[src/rtl/nn_eval_sequencer.sv]
// rtl/nn_eval_sequencer.sv - on-chip NN accuracy evaluator with done/timeout handshake (optional MISS_LOG_EN first-miss capture)
module nn_eval_sequencer #(
    parameter int DATA_W    = 8,
    parameter int N_FEAT    = 62,
    parameter int N_SAMPLES = 750,
    parameter int LABEL_W   = 8,
    parameter int ADDR_W    = 16,
    parameter int CNT_W     = 32,
    parameter int TIMEOUT   = 1023
) (
    input  logic                       clk,
    input  logic                       rst,
    input  logic                       go,
    output logic                       mem_rd_en,
    output logic [ADDR_W-1:0]          mem_addr,
    input  logic [DATA_W-1:0]          mem_rd_data,
    output logic                       lbl_rd_en,
    output logic [ADDR_W-1:0]          lbl_addr,
    input  logic [LABEL_W-1:0]         lbl_rd_data,
    output logic [N_FEAT*DATA_W-1:0]   nn_data,
    output logic                       nn_clr,
    output logic                       nn_start,
    input  logic                       nn_done,
    input  logic [LABEL_W-1:0]         nn_label,
    output logic                       busy,
    output logic                       done,
    output logic [CNT_W-1:0]           num_correct,
    output logic [CNT_W-1:0]           num_tested,
    output logic                       timeout_err
`ifdef MISS_LOG_EN
    ,
    output logic [ADDR_W-1:0]          first_miss_idx,
    output logic [LABEL_W-1:0]         first_miss_pred,
    output logic [LABEL_W-1:0]         first_miss_exp,
    output logic                       first_miss_vld
`endif
);

    localparam int J_W    = $clog2(N_FEAT + 1);
    localparam int WAIT_W = $clog2(TIMEOUT + 1);

    localparam logic [J_W-1:0]    J_LAST  = J_W'(N_FEAT);
    localparam logic [J_W-1:0]    J_ONE   = J_W'(1);
    localparam logic [WAIT_W-1:0] W_MAX   = WAIT_W'(TIMEOUT);
    localparam logic [WAIT_W-1:0] W_ONE   = WAIT_W'(1);
    localparam logic [ADDR_W-1:0] LAST_S  = ADDR_W'(N_SAMPLES - 1);
    localparam logic [ADDR_W-1:0] A_STEP  = ADDR_W'(N_FEAT);
    localparam logic [ADDR_W-1:0] A_ONE   = ADDR_W'(1);
    localparam logic [CNT_W-1:0]  CNT_ONE = CNT_W'(1);

    typedef enum logic [2:0] {
        S_IDLE,
        S_FETCH,
        S_CLR,
        S_RUN,
        S_CMP,
        S_DONE
    } state_t;

    state_t state, state_nxt;

    logic [ADDR_W-1:0]  s_idx;       // current sample index
    logic [ADDR_W-1:0]  addr_base;   // s_idx * N_FEAT, kept as a running sum
    logic [J_W-1:0]     j_cnt;       // FETCH cycle index, 0..N_FEAT
    logic [WAIT_W-1:0]  wait_cnt;    // RUN cycle number, 1-based
    logic [LABEL_W-1:0] exp_q;
    logic [LABEL_W-1:0] pred_q;
    logic               sample_to;   // current sample timed out

    logic start_run;
    logic run_timeout;
    logic sample_hit;
    logic last_sample;

    assign start_run   = ((state == S_IDLE) || (state == S_DONE)) && go;
    assign run_timeout = (state == S_RUN) && !nn_done && (wait_cnt == W_MAX);
    assign sample_hit  = (pred_q == exp_q) && !sample_to;
    assign last_sample = (s_idx == LAST_S);

    // State register
    always_ff @(posedge clk) begin
        if (!rst) begin
            state <= S_IDLE;
        end else begin
            state <= state_nxt;
        end
    end

    // Next-state logic; nn_done takes priority over the timeout on the same cycle
    always_comb begin
        state_nxt = state;
        case (state)
            S_IDLE:  if (go) state_nxt = S_FETCH;
            S_FETCH: if (j_cnt == J_LAST) state_nxt = S_CLR;
            S_CLR:   state_nxt = S_RUN;
            S_RUN:   if (nn_done || run_timeout) state_nxt = S_CMP;
            S_CMP:   state_nxt = last_sample ? S_DONE : S_FETCH;
            S_DONE:  if (go) state_nxt = S_FETCH;
            default: state_nxt = S_IDLE;
        endcase
    end

    // Output decode; read strobes only on the N_FEAT issue cycles, addresses zero otherwise
    always_comb begin
        mem_rd_en = 1'b0;
        mem_addr  = '0;
        lbl_rd_en = 1'b0;
        lbl_addr  = '0;
        nn_clr    = 1'b0;
        nn_start  = 1'b0;
        busy      = 1'b0;
        done      = 1'b0;
        case (state)
            S_FETCH: begin
                busy = 1'b1;
                if (j_cnt != J_LAST) begin
                    mem_rd_en = 1'b1;
                    mem_addr  = addr_base + ADDR_W'(j_cnt);
                end
                if (j_cnt == '0) begin
                    lbl_rd_en = 1'b1;
                    lbl_addr  = s_idx;
                end
            end
            S_CLR: begin
                busy   = 1'b1;
                nn_clr = 1'b1;
            end
            S_RUN: begin
                busy     = 1'b1;
                nn_start = 1'b1;
            end
            S_CMP:   busy = 1'b1;
            S_DONE:  done = 1'b1;
            default: ;
        endcase
    end

    // Datapath: sample fetch/pack, run wait counting, scoring
    always_ff @(posedge clk) begin
        if (!rst) begin
            s_idx       <= '0;
            addr_base   <= '0;
            j_cnt       <= '0;
            wait_cnt    <= '0;
            exp_q       <= '0;
            pred_q      <= '0;
            sample_to   <= 1'b0;
            nn_data     <= '0;
            num_correct <= '0;
            num_tested  <= '0;
            timeout_err <= 1'b0;
`ifdef MISS_LOG_EN
            first_miss_idx  <= '0;
            first_miss_pred <= '0;
            first_miss_exp  <= '0;
            first_miss_vld  <= 1'b0;
`endif
        end else begin
            if (start_run) begin
                s_idx       <= '0;
                addr_base   <= '0;
                j_cnt       <= '0;
                num_correct <= '0;
                num_tested  <= '0;
                timeout_err <= 1'b0;
`ifdef MISS_LOG_EN
                first_miss_idx  <= '0;
                first_miss_pred <= '0;
                first_miss_exp  <= '0;
                first_miss_vld  <= 1'b0;
`endif
            end
            case (state)
                S_FETCH: begin
                    j_cnt <= j_cnt + J_ONE;
                    // Byte issued on cycle j returns on cycle j+1 into slot j
                    for (int k = 0; k < N_FEAT; k++) begin
                        if (j_cnt == J_W'(k + 1)) begin
                            nn_data[k*DATA_W +: DATA_W] <= mem_rd_data;
                        end
                    end
                    if (j_cnt == J_ONE) begin
                        exp_q <= lbl_rd_data;
                    end
                end
                S_CLR: begin
                    j_cnt     <= '0;
                    wait_cnt  <= W_ONE;
                    sample_to <= 1'b0;
                end
                S_RUN: begin
                    if (nn_done) begin
                        pred_q <= nn_label;
                    end else if (wait_cnt == W_MAX) begin
                        sample_to   <= 1'b1;
                        timeout_err <= 1'b1;
                    end else begin
                        wait_cnt <= wait_cnt + W_ONE;
                    end
                end
                S_CMP: begin
                    num_tested <= num_tested + CNT_ONE;
                    if (sample_hit) begin
                        num_correct <= num_correct + CNT_ONE;
                    end
                    if (!last_sample) begin
                        s_idx     <= s_idx + A_ONE;
                        addr_base <= addr_base + A_STEP;
                    end
`ifdef MISS_LOG_EN
                    if (!sample_hit && !first_miss_vld) begin
                        first_miss_vld  <= 1'b1;
                        first_miss_idx  <= s_idx;
                        first_miss_exp  <= exp_q;
                        first_miss_pred <= sample_to ? {LABEL_W{1'b1}} : pred_q;
                    end
`endif
                end
                default: ;
            endcase
        end
    end

endmodule

[config.mk]
export PLATFORM = sky130hd
export DESIGN_NAME = nn_eval_sequencer
export DESIGN_NICKNAME = d
export VERILOG_FILES = /design/src/rtl/nn_eval_sequencer.sv
export SDC_FILE = /design/constraint.sdc
export NUM_CORES = 1
export LEC_CHECK = 0
export ABC_AREA = 1
export CAP_MARGIN = 5
export CORE_MARGIN = 2
export CORE_UTILIZATION = 35
export DETAILED_ROUTE_END_ITERATION = 10
export PLACE_DENSITY = 0.6
export SLEW_MARGIN = 5
export SYNTH_ARGS = -nofsm -noshare
export SYNTH_HDL_FRONTEND = slang
export SYNTH_SLANG_ARGS = --single-unit
[constraint.sdc]
create_clock -name clk -period 2.07 [get_ports clk]
set_clock_uncertainty 0.05 [all_clocks]
set_input_delay 0.3105 -clock clk [delete_from_list [all_inputs] [get_ports clk]]
set_output_delay 0.3105 -clock clk [all_outputs]
set_load 0.01 [all_outputs]
==> results.toml <==
[clocking]
worst_skew_pair.late_latency_ps = 600
cts_max_level = 3
max-clock-path-buffers = 3
cts_hold_buffers = 0
numClockSinks = 629
numCtsBuffers = 72
tritoncts = "yes"
cts.reportedPaths.clkPinSlew_ps = 60
cts_root_buffer_type = "sky130_fd_sc_hd__clkbuf_16"

[floorplan]
std_cell_rows = 98
core_area_sq_mm = 0.07149
floorplan.die_area_sq_mm = 0.07426
fp.dieW_um = 272.5
start_util = 0.3530
die_h_um = 272.5
num_io_pins = 627

[worst_hold_path]
min_path_cells = 3
hold_path.startpoint = "mem_rd_data[1]"
min_path_type = "in2reg"
end_point_of_the_worst_hold_path = "nn_data[273]"

[synth]
synth_area_sq_mm = 0.02523
synthCells = 3593
syn_nets = 3638
most_instantiated_flip_flop_cell_in_the_synthesis_netlist = "sky130_fd_sc_hd__dfxtp_1"
async_reset_ff_frac = 0
yosysWarningCount = 0
netlist.area_leader.share = 0.4990
yosysTopAreaCell = "sky130_fd_sc_hd__dfxtp_1"
number_of_synthesized_flops_with_an_enable_pin = 0
post_synth.cell_area_avg_sq_um = 7.023
synth-seq-area-share = 0.4990
post_synth_main_area_contributors = "sky130_fd_sc_hd__dfxtp_1, sky130_fd_sc_hd__nor2_1, sky130_fd_sc_hd__o21ai_0, sky130_fd_sc_hd__nand2_1, sky130_fd_sc_hd__inv_1"
synth.lib_cells_used.distinct = 34
postSynthRegisterBits = 629

[timing]
timing.final.hold_violations = 0
fin_crit_sh = 1.277
timing.fmax_mhz = 378.4
setup_repair_after_global_routing_missed_its_margin = "true"
fin_crit_ps = 2643
drv_slew = 0
number_of_setup_violations_in_the_final_report = 34
max-slew-margin-rel = 0.4261
hold_slack_ps = 106.9
worst_pin_slew_ps = 860.8
layout_setup_ws_ps = -572.8

[layout]
syn_to_final_growth_pct = 48.41
post_route_cells_drive_above_1_share = 0.1368
number_of_inserted_filler_cells_in_the_final_layout = 6932
instances_no_fill = 5375
finish.net_count = 4417

[global_routing]
grt_start_max_net_pins = 208
global_route.usage.total = 0.2627
grt_pass1_vias = 24580
antenna_found_initial = 0
grt_remaining_overflow = 0
wire_length_of_the_first_global_routing_pass_um = 151600

[placement]
gp_congestion = 0.8877
dpl.hpwl_um = 71820
io_buffers = 626
worst_setup_slack_post_dpl_ps = -451.2
dp_cells = 5212

[worst_setup_path]
end_kind = "primary output"
ff2ff_setup_slack_ps = 90
worst-path-max-fanout = 4
setup.worst_path.class = "reg2out"
startpoint = "addr_base[0]"
critPathArrivalTime_ps = 2280
startpoint_type_of_the_worst_setup_path = "flip-flop"
req_time_crit_path_ps = 1710
crit-reg2reg-launch = "j_cnt[0]"
r2r_end = "nn_data[402]"
worst_r2r_path_depth = 12

[drt]
drt_iter0_markers = 1916
final_antenna_net_count = 0
remaining_drc_errors = 0
post_drt_via_cell_ratio = 4.865
vias = 26150
wl_per_cell_um = 18.89
routed_wirelength_um = 101500
drt_pre_antenna_iters = 5

[power_and_ir_drop]
tot_pwr_mw = 28.61
switchingPower_mw = 7.442
power.density_mw_per_mm2 = 763.9
switching_share = 0.2601
power.static_leakage_nw = 14.79
proportion_of_power_drawn_by_combinational_gates = 0.112
p_int_mw = 21.16
ir_worst_vdd_uv = 530.1
pwr-share-seq = 0.429
p_clk_frac = 0.459

[flow_run]
max_cap_violations = 0

[outcome]
violated_checks = "setup timing"
run_status = "finished with violations"
## critical path, cell delays in order, from the launching register on
cell,delay [ps]
sky130_fd_sc_hd__dfxtp_2,350
sky130_fd_sc_hd__ha_4,140
sky130_fd_sc_hd__inv_2,40
sky130_fd_sc_hd__fa_2,350
sky130_fd_sc_hd__inv_2,60
sky130_fd_sc_hd__nand4_1,90
sky130_fd_sc_hd__nand3_2,110
sky130_fd_sc_hd__buf_6,130
sky130_fd_sc_hd__a31oi_2,80
sky130_fd_sc_hd__nor3_2,170
sky130_fd_sc_hd__buf_2,150
## sequential cells by signal, summed over array words and instances, names as in the netlist
signal and count:
state 3, nn_data 496, pred_q 8, timeout_err 1
num_tested 32, j_cnt 6, addr_base 16, exp_q 8
sample_to 1, wait_cnt 10, s_idx 16, num_correct 32
## Yosys cell counts, types with 3 or more instances
| cell type | instances |
|---|---|
| sky130_fd_sc_hd__nor3b_1 | 4 |
| sky130_fd_sc_hd__nor2_1 | 1240 |
| sky130_fd_sc_hd__o21a_1 | 3 |
| sky130_fd_sc_hd__buf_2 | 6 |
| sky130_fd_sc_hd__xor2_1 | 10 |
| sky130_fd_sc_hd__buf_1 | 13 |
| sky130_fd_sc_hd__nand4_1 | 27 |
| sky130_fd_sc_hd__a21oi_1 | 97 |
| sky130_fd_sc_hd__nand2_1 | 349 |
| sky130_fd_sc_hd__ha_1 | 16 |
| sky130_fd_sc_hd__or2_2 | 8 |
| sky130_fd_sc_hd__nor2_2 | 12 |
| sky130_fd_sc_hd__a31oi_1 | 3 |
| sky130_fd_sc_hd__o21ai_0 | 614 |
| sky130_fd_sc_hd__inv_2 | 12 |
| sky130_fd_sc_hd__inv_1 | 256 |
| sky130_fd_sc_hd__nand3_1 | 102 |
| sky130_fd_sc_hd__dfxtp_1 | 629 |
| sky130_fd_sc_hd__nor3_1 | 42 |
| sky130_fd_sc_hd__clkbuf_1 | 129 |
| sky130_fd_sc_hd__a211oi_1 | 5 |
## cell families after synthesis
kind of cell / after synthesis / share of synthesized area
AND/OR/NAND/NOR: 1789 / 0.2797
AO/OA/AOI/OAI: 727 / 0.1457
flip-flops: 629 / 0.4990
buffers and inverters: 420 / 0.06312
adder cells (fa/ha/maj): 17 / 0.008727
XOR/XNOR: 11 / 0.003818
## area by class of cell
| cell class | count | area (sq um) | area share |
|---|---|---|---|
| clock inverter | 27 | 322.8 | 0.008620 |
| tap | 950 | 1189 | 0.03174 |
| clock buffer | 99 | 2105 | 0.05619 |
| timing repair buffer | 855 | 8377 | 0.2237 |
| sequential | 629 | 12620 | 0.3369 |
| inverter | 269 | 1081 | 0.02887 |
| multi-input combinational | 2545 | 11760 | 0.3140 |
| antenna | 1 | 2.502 | 0.00006682 |
## worst max path at each step
| stage | to | depth (start not counted) |
|---|---|---|
| floorplan | mem_addr[12] | 10 |
| global placement | mem_addr[10] | 10 |
| detailed placement | lbl_addr[12] | 10 |
| CTS | mem_addr[14] | 10 |
| global route | mem_addr[10] | 11 |
| finish | mem_addr[14] | 10 |
## power by group through the flow
stage	Clock [mW]	Sequential (mW)	Combinational, mW
finish	13.1	12.3	3.19
global route	13.9	12.3	3.46
CTS	13.4	12.3	2.94
detailed placement	0	12.5	2.58
global placement	0	12.5	2.58
floorplan	0	12.5	1.31
## metrics by stage
step / TNS (ps) / instance area, sq um / util
2_1_floorplan: 0 / 25240 / -
6_report: -15000 / 37450 / 0.5239
4_1_cts: -14460 / 36840 / 0.5153
3_5_place_dp: -27430 / 33900 / 0.4742
5_1_grt: -18630 / 37450 / 0.5239
3_3_place_gp: -24840 / 33900 / 0.4742
## cell usage in the layout, fill, tap and decap left out, types with 6 or more instances in the layout
cell / count
sky130_fd_sc_hd__clkinv_2: 15
sky130_fd_sc_hd__nand3_2: 8
sky130_fd_sc_hd__dfxtp_2: 16
sky130_fd_sc_hd__inv_2: 39
sky130_fd_sc_hd__clkbuf_16: 73
sky130_fd_sc_hd__buf_4: 170
sky130_fd_sc_hd__clkbuf_8: 18
sky130_fd_sc_hd__nand4_1: 27
sky130_fd_sc_hd__a21oi_1: 90
sky130_fd_sc_hd__buf_2: 29
sky130_fd_sc_hd__clkdlybuf4s50_1: 572
sky130_fd_sc_hd__nor3_1: 38
sky130_fd_sc_hd__or2_2: 8
sky130_fd_sc_hd__dfxtp_1: 612
sky130_fd_sc_hd__nand3_1: 93
sky130_fd_sc_hd__nand2_1: 325
sky130_fd_sc_hd__clkinvlp_4: 12
sky130_fd_sc_hd__xor2_1: 10
sky130_fd_sc_hd__inv_1: 212
sky130_fd_sc_hd__ha_4: 8
sky130_fd_sc_hd__o21ai_0: 604
sky130_fd_sc_hd__nor2_2: 35
sky130_fd_sc_hd__o21ai_1: 6
sky130_fd_sc_hd__nand2_4: 6
sky130_fd_sc_hd__buf_8: 6
sky130_fd_sc_hd__ha_1: 7
sky130_fd_sc_hd__nand2_2: 16
sky130_fd_sc_hd__buf_6: 36
sky130_fd_sc_hd__nor2_1: 1186
sky130_fd_sc_hd__clkbuf_1: 8
sky130_fd_sc_hd__nor2_4: 32
sky130_fd_sc_hd__buf_12: 32
## per-layer routing
| metal | up-vias | global-route usage | share of wire |
|---|---|---|---|
| li1 | 13050 | - | - |
| met3 | 188 | 0.06344 | 0.071 |
| met5 | - | 0 | 0 |
| met2 | 757 | 0.4358 | 0.47 |
| met1 | 12150 | 0.3276 | 0.42 |
| met4 | 0 | 0.1056 | 0.040 |
## repair_timing
action	4_1_cts	5_1_grt
endpoints found under the setup margin	149	366
cloned	1	1
pin swaps	26	41
resized for setup	307	148
buffers inserted	18	20
Power figures use the tool's default switching activity.
